## config.mk

```make
export PLATFORM = sky130hd
export DESIGN_NAME = seg_scan_mux
export DESIGN_NICKNAME = d
export VERILOG_FILES = /design/src/rtl/calc_disp_pkg.sv /design/src/rtl/refresh_prescaler.sv /design/src/rtl/seg_scan_mux.sv
export SDC_FILE = /design/constraint.sdc
export NUM_CORES = 1
export LEC_CHECK = 0
export ABC_AREA = 1
export CAP_MARGIN = 20
export CORE_MARGIN = 1
export CORE_UTILIZATION = 35
export CTS_CLUSTER_SIZE = 20
export DETAILED_ROUTE_END_ITERATION = 8
export MAX_ROUTING_LAYER = met4
export SLEW_MARGIN = 20
export SYNTH_ARGS = -nofsm -noshare
export SYNTH_HDL_FRONTEND = slang
export SYNTH_SLANG_ARGS = --single-unit
export TNS_END_PERCENT = 50
```

## constraint.sdc

```tcl
create_clock -name clk -period 2.7 [get_ports clk]
set_clock_uncertainty 0.15 [all_clocks]
set_input_delay 0.54 -clock clk [delete_from_list [all_inputs] [get_ports clk]]
set_output_delay 0.54 -clock clk [all_outputs]
set_load 0.05 [all_outputs]
```

## src/rtl/calc_disp_pkg.sv

```systemverilog
// Shared display definitions for the 7-seg calculator and its scan stage.
// Segment patterns are active-high internally, bit order {g,f,e,d,c,b,a}.
package calc_disp_pkg;

   localparam int SEG_W = 7;

   localparam int SEG_A = 0;
   localparam int SEG_B = 1;
   localparam int SEG_C = 2;
   localparam int SEG_D = 3;
   localparam int SEG_E = 4;
   localparam int SEG_F = 5;
   localparam int SEG_G = 6;

   typedef logic [SEG_W-1:0] seg_t;

   localparam seg_t SEG_BLANK = 7'h00;
   localparam seg_t SEG_MINUS = 7'h40;

   // Scan slot phase: dark guard interval, then the digit is driven.
   typedef enum logic {
      PH_BLANK,
      PH_DRIVE
   } phase_e;

   // Hex digit to segment pattern, used by the calculator top.
   function automatic seg_t digit_seg(input logic [3:0] v);
      seg_t s;
      case (v)
         4'h0:    s = 7'h3F;
         4'h1:    s = 7'h06;
         4'h2:    s = 7'h5B;
         4'h3:    s = 7'h4F;
         4'h4:    s = 7'h66;
         4'h5:    s = 7'h6D;
         4'h6:    s = 7'h7D;
         4'h7:    s = 7'h07;
         4'h8:    s = 7'h7F;
         4'h9:    s = 7'h6F;
         4'hA:    s = 7'h77;
         4'hB:    s = 7'h7C;
         4'hC:    s = 7'h39;
         4'hD:    s = 7'h5E;
         4'hE:    s = 7'h79;
         default: s = 7'h71;
      endcase
      return s;
   endfunction

endpackage

```

## src/rtl/refresh_prescaler.sv

```systemverilog
// Slot/digit counters for the display scan.
// Ports: clk, rst (sync, active-high); idx = digit being scanned,
// in_blank = slot guard interval, frame_end = last cycle of a frame,
// frame_first = first cycle of the digit-0 slot.
module refresh_prescaler
   import calc_disp_pkg::*;
#(
   parameter int N_DIGITS = 5,
   parameter int DIV      = 1000,
   parameter int BLANK    = 8,
   localparam int IW = (N_DIGITS > 1) ? $clog2(N_DIGITS) : 1,
   localparam int CW = $clog2(DIV)
) (
   input  logic          clk,
   input  logic          rst,
   output logic [IW-1:0] idx,
   output logic          in_blank,
   output logic          frame_end,
   output logic          frame_first
);

   localparam logic [CW-1:0] CNT_LAST = CW'(DIV - 1);
   localparam logic [IW-1:0] IDX_LAST = IW'(N_DIGITS - 1);

   logic [CW-1:0] cnt;
   logic          cnt_wrap;
   logic          idx_wrap;

   assign cnt_wrap = (cnt == CNT_LAST);
   assign idx_wrap = (idx == IDX_LAST);

   always_ff @(posedge clk) begin
      if (rst) begin
         cnt <= '0;
         idx <= '0;
      end else if (cnt_wrap) begin
         cnt <= '0;
         idx <= idx_wrap ? '0 : idx + IW'(1);
      end else begin
         cnt <= cnt + CW'(1);
      end
   end

   assign frame_end   = cnt_wrap && idx_wrap;
   assign frame_first = (cnt == '0) && (idx == '0);

   // A zero-length guard would make the compare constant.
   if (BLANK == 0) begin : g_noblank
      assign in_blank = 1'b0;
   end else begin : g_blank
      assign in_blank = (cnt < CW'(BLANK));
   end

endmodule

```

## src/rtl/seg_scan_mux.sv

```systemverilog
// Time-multiplexes N_DIGITS segment patterns onto one segment bus.
// Ports: clk, rst (sync, active-high); seg_in/upd_valid/upd_ready update
// handshake; seg_out, dig_en, frame_start registered display pins.
module seg_scan_mux
   import calc_disp_pkg::*;
#(
   parameter int N_DIGITS       = 5,
   parameter int DIV            = 1000,
   parameter int BLANK          = 8,
   parameter int SEG_ACTIVE_LOW = 1,
   parameter int DIG_ACTIVE_LOW = 1
) (
   input  logic                      clk,
   input  logic                      rst,
   input  logic [SEG_W*N_DIGITS-1:0] seg_in,
   input  logic                      upd_valid,
   output logic                      upd_ready,
   output logic [SEG_W-1:0]          seg_out,
   output logic [N_DIGITS-1:0]       dig_en,
   output logic                      frame_start
);

   localparam int IW = (N_DIGITS > 1) ? $clog2(N_DIGITS) : 1;

   localparam seg_t SEG_OFF = {SEG_W{SEG_ACTIVE_LOW != 0}};
   localparam logic [N_DIGITS-1:0] DIG_OFF =
      {N_DIGITS{DIG_ACTIVE_LOW != 0}};

   logic [IW-1:0] idx;
   logic          in_blank;
   logic          frame_end;
   logic          frame_first;

   refresh_prescaler #(
      .N_DIGITS (N_DIGITS),
      .DIV      (DIV),
      .BLANK    (BLANK)
   ) u_presc (
      .clk         (clk),
      .rst         (rst),
      .idx         (idx),
      .in_blank    (in_blank),
      .frame_end   (frame_end),
      .frame_first (frame_first)
   );

   logic [SEG_W*N_DIGITS-1:0] pending;
   logic [SEG_W*N_DIGITS-1:0] shadow;
   logic                      pend_full;
   logic                      accept;

   assign upd_ready = !rst && (!pend_full || frame_end);
   assign accept    = upd_valid && upd_ready;

   // Shadow only changes at frame_end, so a frame never mixes images.
   // On a simultaneous accept the old pending commits first.
   always_ff @(posedge clk) begin
      if (rst) begin
         pending   <= '0;
         shadow    <= '0;
         pend_full <= 1'b0;
      end else begin
         if (accept) begin
            pending <= seg_in;
         end
         if (frame_end) begin
            if (pend_full) begin
               shadow <= pending;
            end
            pend_full <= accept;
         end else if (accept) begin
            pend_full <= 1'b1;
         end
      end
   end

   phase_e                ph;
   seg_t                  seg_sel;
   logic [N_DIGITS-1:0]   dig_hot;
   seg_t                  seg_nx;
   logic [N_DIGITS-1:0]   dig_nx;

   assign ph      = in_blank ? PH_BLANK : PH_DRIVE;
   assign seg_sel = shadow[int'(idx)*SEG_W +: SEG_W];
   assign dig_hot = N_DIGITS'(1) << idx;

   always_comb begin
      seg_nx = SEG_BLANK;
      dig_nx = '0;
      unique case (ph)
         PH_BLANK: begin
            seg_nx = SEG_BLANK;
            dig_nx = '0;
         end
         PH_DRIVE: begin
            seg_nx = seg_sel;
            dig_nx = dig_hot;
         end
      endcase
   end

   always_ff @(posedge clk) begin
      if (rst) begin
         seg_out     <= SEG_OFF;
         dig_en      <= DIG_OFF;
         frame_start <= 1'b0;
      end else begin
         seg_out     <= seg_nx ^ SEG_OFF;
         dig_en      <= dig_nx ^ DIG_OFF;
         frame_start <= frame_first;
      end
   end

endmodule

```

Word-level counts from Yosys, hierarchy flattened --
Index checks and enable logic that the tools add are counted.
Word-level totals: flip-flop bits (word level) 97, output and inout bits 14, input bits 38, logic and storage cells 36
Cells by class: multiplexer cells 6, add/sub/neg operators 2, order comparisons 1, shift-type cells 2, equal/unequal tests 2, $mul 1, bitwise logic cells 2, reductions and logical operators 12
Operators by type and width (number):
- $shiftx 35x7->7 | 1
- $pmux 7 s2 | 1
- $add 10x1->10 const B | 1
- $eq 10x10->1 const B | 1
- $logic_not 10->1 | 1
- $lt 10x4->1 const B | 1
- $pmux 5 s2 | 1
- $not 7->7 | 1
- $mul 3x3->6 const B | 1
- $not 5->5 | 1
- $shl 1x3->5 const A | 1
- $logic_and 1x1->1 | 4
- $add 3x1->3 const B | 1
- $eq 3x3->1 const B | 1
- $logic_not 3->1 | 1
- $mux 1 | 3
- $mux 3 | 1
- $logic_not 1->1 | 2
- $reduce_and 2->1 | 1
- $reduce_bool 2->1 | 1
- $reduce_or 2->1 | 1
- $logic_or 1x1->1 | 1

Longest topological paths before layout --
word-level depth 7, mapped depth 11, mapped depth without buffers 9

Hierarchy --
From an unflattened synthesis, not the netlist that was laid out.
Unflattened totals: cell total of the unflattened synthesis 531, area total of the unflattened synthesis 3920.0 um2
By module, submodules not included:
- seg_scan_mux | area each 3140.5 um2, seq. area each 1681.6 um2, instances 1, cells each 419
- refresh_prescaler | area each 779.5 um2, seq. area each 260.2 um2, instances 1, cells each 112

Least setup slack after synthesis --
Ideal clock, no wire load.
path type register -> output, start reg u_presc.idx[1], end out upd_ready, data arrival time 2.117 ns, cell stages (with the launch flop) 8, path slack -0.107 ns, buffers on the path 1, required time 2.010 ns, path through dfxtp_1 inv_1 buf_1 ha_1 nand2_1 inv_2 nand4_4 a21oi_1
On the way: longest elaborated chain between the ends 4
RTL lines:
- start: declaration | line refresh_prescaler.sv:16 | output logic [IW-1:0] idx,
- start signal: assignment | line refresh_prescaler.sv:38 | idx <= idx_wrap ? '0 : idx + IW'(1);
- $eq 3x3->1 | line refresh_prescaler.sv:30 | assign idx_wrap = (idx == IDX_LAST);
- $logic_and 1x1->1 | line refresh_prescaler.sv:44 | assign frame_end = cnt_wrap && idx_wrap;
- $logic_or 1x1->1 | line seg_scan_mux.sv:52 | assign upd_ready = !rst && (!pend_full || frame_end);
- $logic_and 1x1->1 | line seg_scan_mux.sv:52
- end: declaration | line seg_scan_mux.sv:17 | output logic upd_ready,
Every way passes these cells.

Worst setup path in the final report --
Same ends and word-level chain as after synthesis.

==> results.json <==
{
  "synth-compound-area-share": 0.04872,
  "rsz0062_at_grt": "no",
  "clock.fmax_mhz": 387.5,
  "critPathArrivalTime_ns": 1.89,
  "synth.most_common_cell": "nand2_1",
  "syn_nets": 652,
  "hp-start": "u_presc.cnt[0]",
  "drtAntennaViolNets": 0,
  "worstMarginPinSlew_ns": 0.5045,
  "clockRootBuffer": "clkbuf_16",
  "io_buffers": 51,
  "power_frac_clock": 0.408,
  "critical_path_class": "flip-flop to output pin",
  "vdd_ir_drop_max_mv": 0.3018,
  "dp_hpwl_um": 6780,
  "globalRouteOverflowTotal": 0,
  "dr.pass1.iters": 7,
  "synth_area_leaders": "dfxtp_1, nand2_1, nor2_1",
  "syn_to_final_growth_pct": 21.29,
  "worstPathRequired_ns": 2.01,
  "yosysTopAreaCell": "dfxtp_1",
  "dr.first_iter.drc_count": 268,
  "r2r-start": "u_presc.idx[1]",
  "netlist_top_cells_count": "nand2_1, nor2_1, dfxtp_1, inv_1, nand4_1",
  "status": "finished, violations left",
  "clkLatencyLatePin_ns": 0.35,
  "wl_per_cell_um": 11.80,
  "p_int_mw": 2.225,
  "placementRows": 39,
  "track_usage": 0.1642,
  "hold_violations": 0,
  "violations": "DRC",
  "gp_congestion": 0.8178,
  "cp-start-kind": "flip-flop",
  "async_flop_share": 0,
  "cts_tree": "done",
  "muxShareOfSynthArea": 0,
  "endpoint_kind": "output pin",
  "synth_top_family_by_area": "simple AND/OR/NAND/NOR gates",
  "die_x_um": 112.0,
  "synthAdderAreaFrac": 0.02067,
  "path_clk_slew_ns": 0.07,
  "numCtsBuffers": 9,
  "synthesis.area_mm2": 0.004238,
  "tns_ns": 0,
  "sw_frac_of_total": 0.2349,
  "yosysTopAreaCellShare": 0.4582,
  "post-route-drc-count": 5,
  "start_util": 0.3649,
  "via_per_inst": 4.800,
  "grt_max_degree": 55,
  "core-area_mm2": 0.01161,
  "ys.warnings.count": 0,
  "synth_edf_count": 0,
  "io_pins": 52,
  "dieArea_mm2": 0.01255,
  "layout.nets": 691,
  "cts_htree_levels": 3,
  "vias": 3811,
  "final.fill_count": 1217,
  "drive_gt1_frac": 0.05991,
  "synth-seq-area-share": 0.4582,
  "diodes": 0,
  "finalWirelength_um": 9368,
  "synthCells": 607,
  "synth-simple-area-share": 0.3773,
  "clock_path_buffers": 2,
  "leakagePower_nw": 2.183,
  "cts_setup_buffers": 0,
  "synthDistinctLibCells": 27,
  "final.period_utilization": 0.9559,
  "antenna_found_initial": 0,
  "grt_pass1_vias": 3535,
  "slew_viol_final": 0,
  "min_period_ns": 2.581,
  "die_y_um": 112.0,
  "pwr-share-comb": 0.080,
  "critPathLaunch": "u_presc.idx[1]",
  "cts_sinks": 97,
  "switching_power_mw": 0.6833,
  "postSynthAreaPerCell_um2": 6.982,
  "p_total_mw": 2.909,
  "synthXorXnorAreaFrac": 0,
  "ys.flop_type": "dfxtp_1",
  "p_per_area_mw_per_mm2": 565.9,
  "grt_pass1_wl_um": 15970,
  "slew-limit-headroom": 0.6626,
  "setup_violations": 0,
  "hp-class": "flip-flop to flip-flop",
  "synth_seq_cells": 97,
  "cap_violations": 0,
  "cp_max_fo": 10,
  "seqPwrFrac": 0.512
}
per-layer routing:
metal,wire length (um),part of all wire,vias to the layer above,global-route usage
met5,0,0,-,-
met4,189,0.020,0,0.07911
met3,382,0.041,14,0.03402
met2,4199,0.45,67,0.2609
met1,4596,0.49,1744,0.1993
li1,-,-,1986,-
worst max-delay path: stages, from the launching register on:
cell	delay, ns
dfxtp_1	0.40
inv_1	0.12
ha_1	0.21
nand2_1	0.12
inv_2	0.13
nand4_4	0.19
a21oi_4	0.22
buf_12	0.16
logic make-up (layout without fill, tap and decap cells):
group | count (synthesis) | count (layout)
simple gates | 377 | 377
buf+inv | 91 | 135
fa+ha+maj | 7 | 7
flops | 97 | 97
compound gates | 35 | 35
registers in the layout (all words and copies together), names as in the netlist:
signal	flops
frame_start	1
u_presc.cnt	10
shadow	35
dig_en	5
seg_out	7
u_presc.idx	3
pend_full	1
pending	35
timing repair:
item | in CTS | in global routing
endpoints found under the setup margin | 0 | 1
resized for setup | 0 | 2
hold buffers | 0 | 0
power groups by stage:
stage          Clock, mW  Combinational [mW]  Sequential (mW)
3_3_place_gp           0               0.228             1.52
3_5_place_dp           0               0.233             1.52
2_1_floorplan          0               0.140             1.52
4_1_cts             1.22               0.234             1.49
6_report            1.19               0.232             1.49
5_1_grt             1.28               0.262             1.49
cells in the final DEF (no fill, tap or decap):
cell type	instances
o221ai_1	7
clkdlybuf4s50_1	50
ha_1	7
inv_1	53
a21oi_4	1
nand4_4	1
buf_4	11
nor2_1	132
nor3_1	6
clkinv_4	2
dfxtp_2	1
nand2_4	1
nor3b_1	1
nand2_1	175
dfxtp_1	96
nand3_1	18
nand3b_1	1
inv_2	2
nand3_4	1
o21ai_0	18
clkinv_1	1
clkbuf_8	1
buf_12	2
nor2_4	1
nor2_2	2
nand4_1	38
clkinv_2	3
o31ai_1	1
a211oi_1	1
inv_6	1
clkbuf_16	9
a21oi_1	7
final cells by class:
| type | count | area [um2] | share of cell area |
|---|---|---|---|
| clock buffer | 10 | 239.0 | 0.04649 |
| clock inverter | 6 | 41.29 | 0.008033 |
| inverter | 56 | 210.2 | 0.04090 |
| multi-input combinational | 419 | 1904 | 0.3705 |
| sequential | 97 | 1943 | 0.3780 |
| tap | 143 | 178.9 | 0.03481 |
| timing repair buffer | 63 | 623.1 | 0.1212 |
path summary, 6_finish.rpt:
path         slack [ns]  depth (start not counted)        endpoint
max reg2reg        0.26                          9     pending[29]
min reg2reg        0.34                          1  u_presc.cnt[0]
min                0.34                          1  u_presc.cnt[0]
max                0.12                          7       upd_ready
stage by stage:
step	setup slack [ns]	cells	util	instance area [um2]	hold WS, ns
3_3_place_gp	0.3554	778	0.4177	4851	0.3191
2_1_floorplan	0.1567	607	-	4242	0.2995
4_1_cts	0.06840	794	0.4418	5131	0.3383
6_report	0.1192	794	0.4426	5140	0.3359
5_1_grt	0.03463	794	0.4426	5140	0.3520
3_5_place_dp	0.2890	778	0.4177	4851	0.3260
No activity file was read; power rests on OpenSTA's default activity.
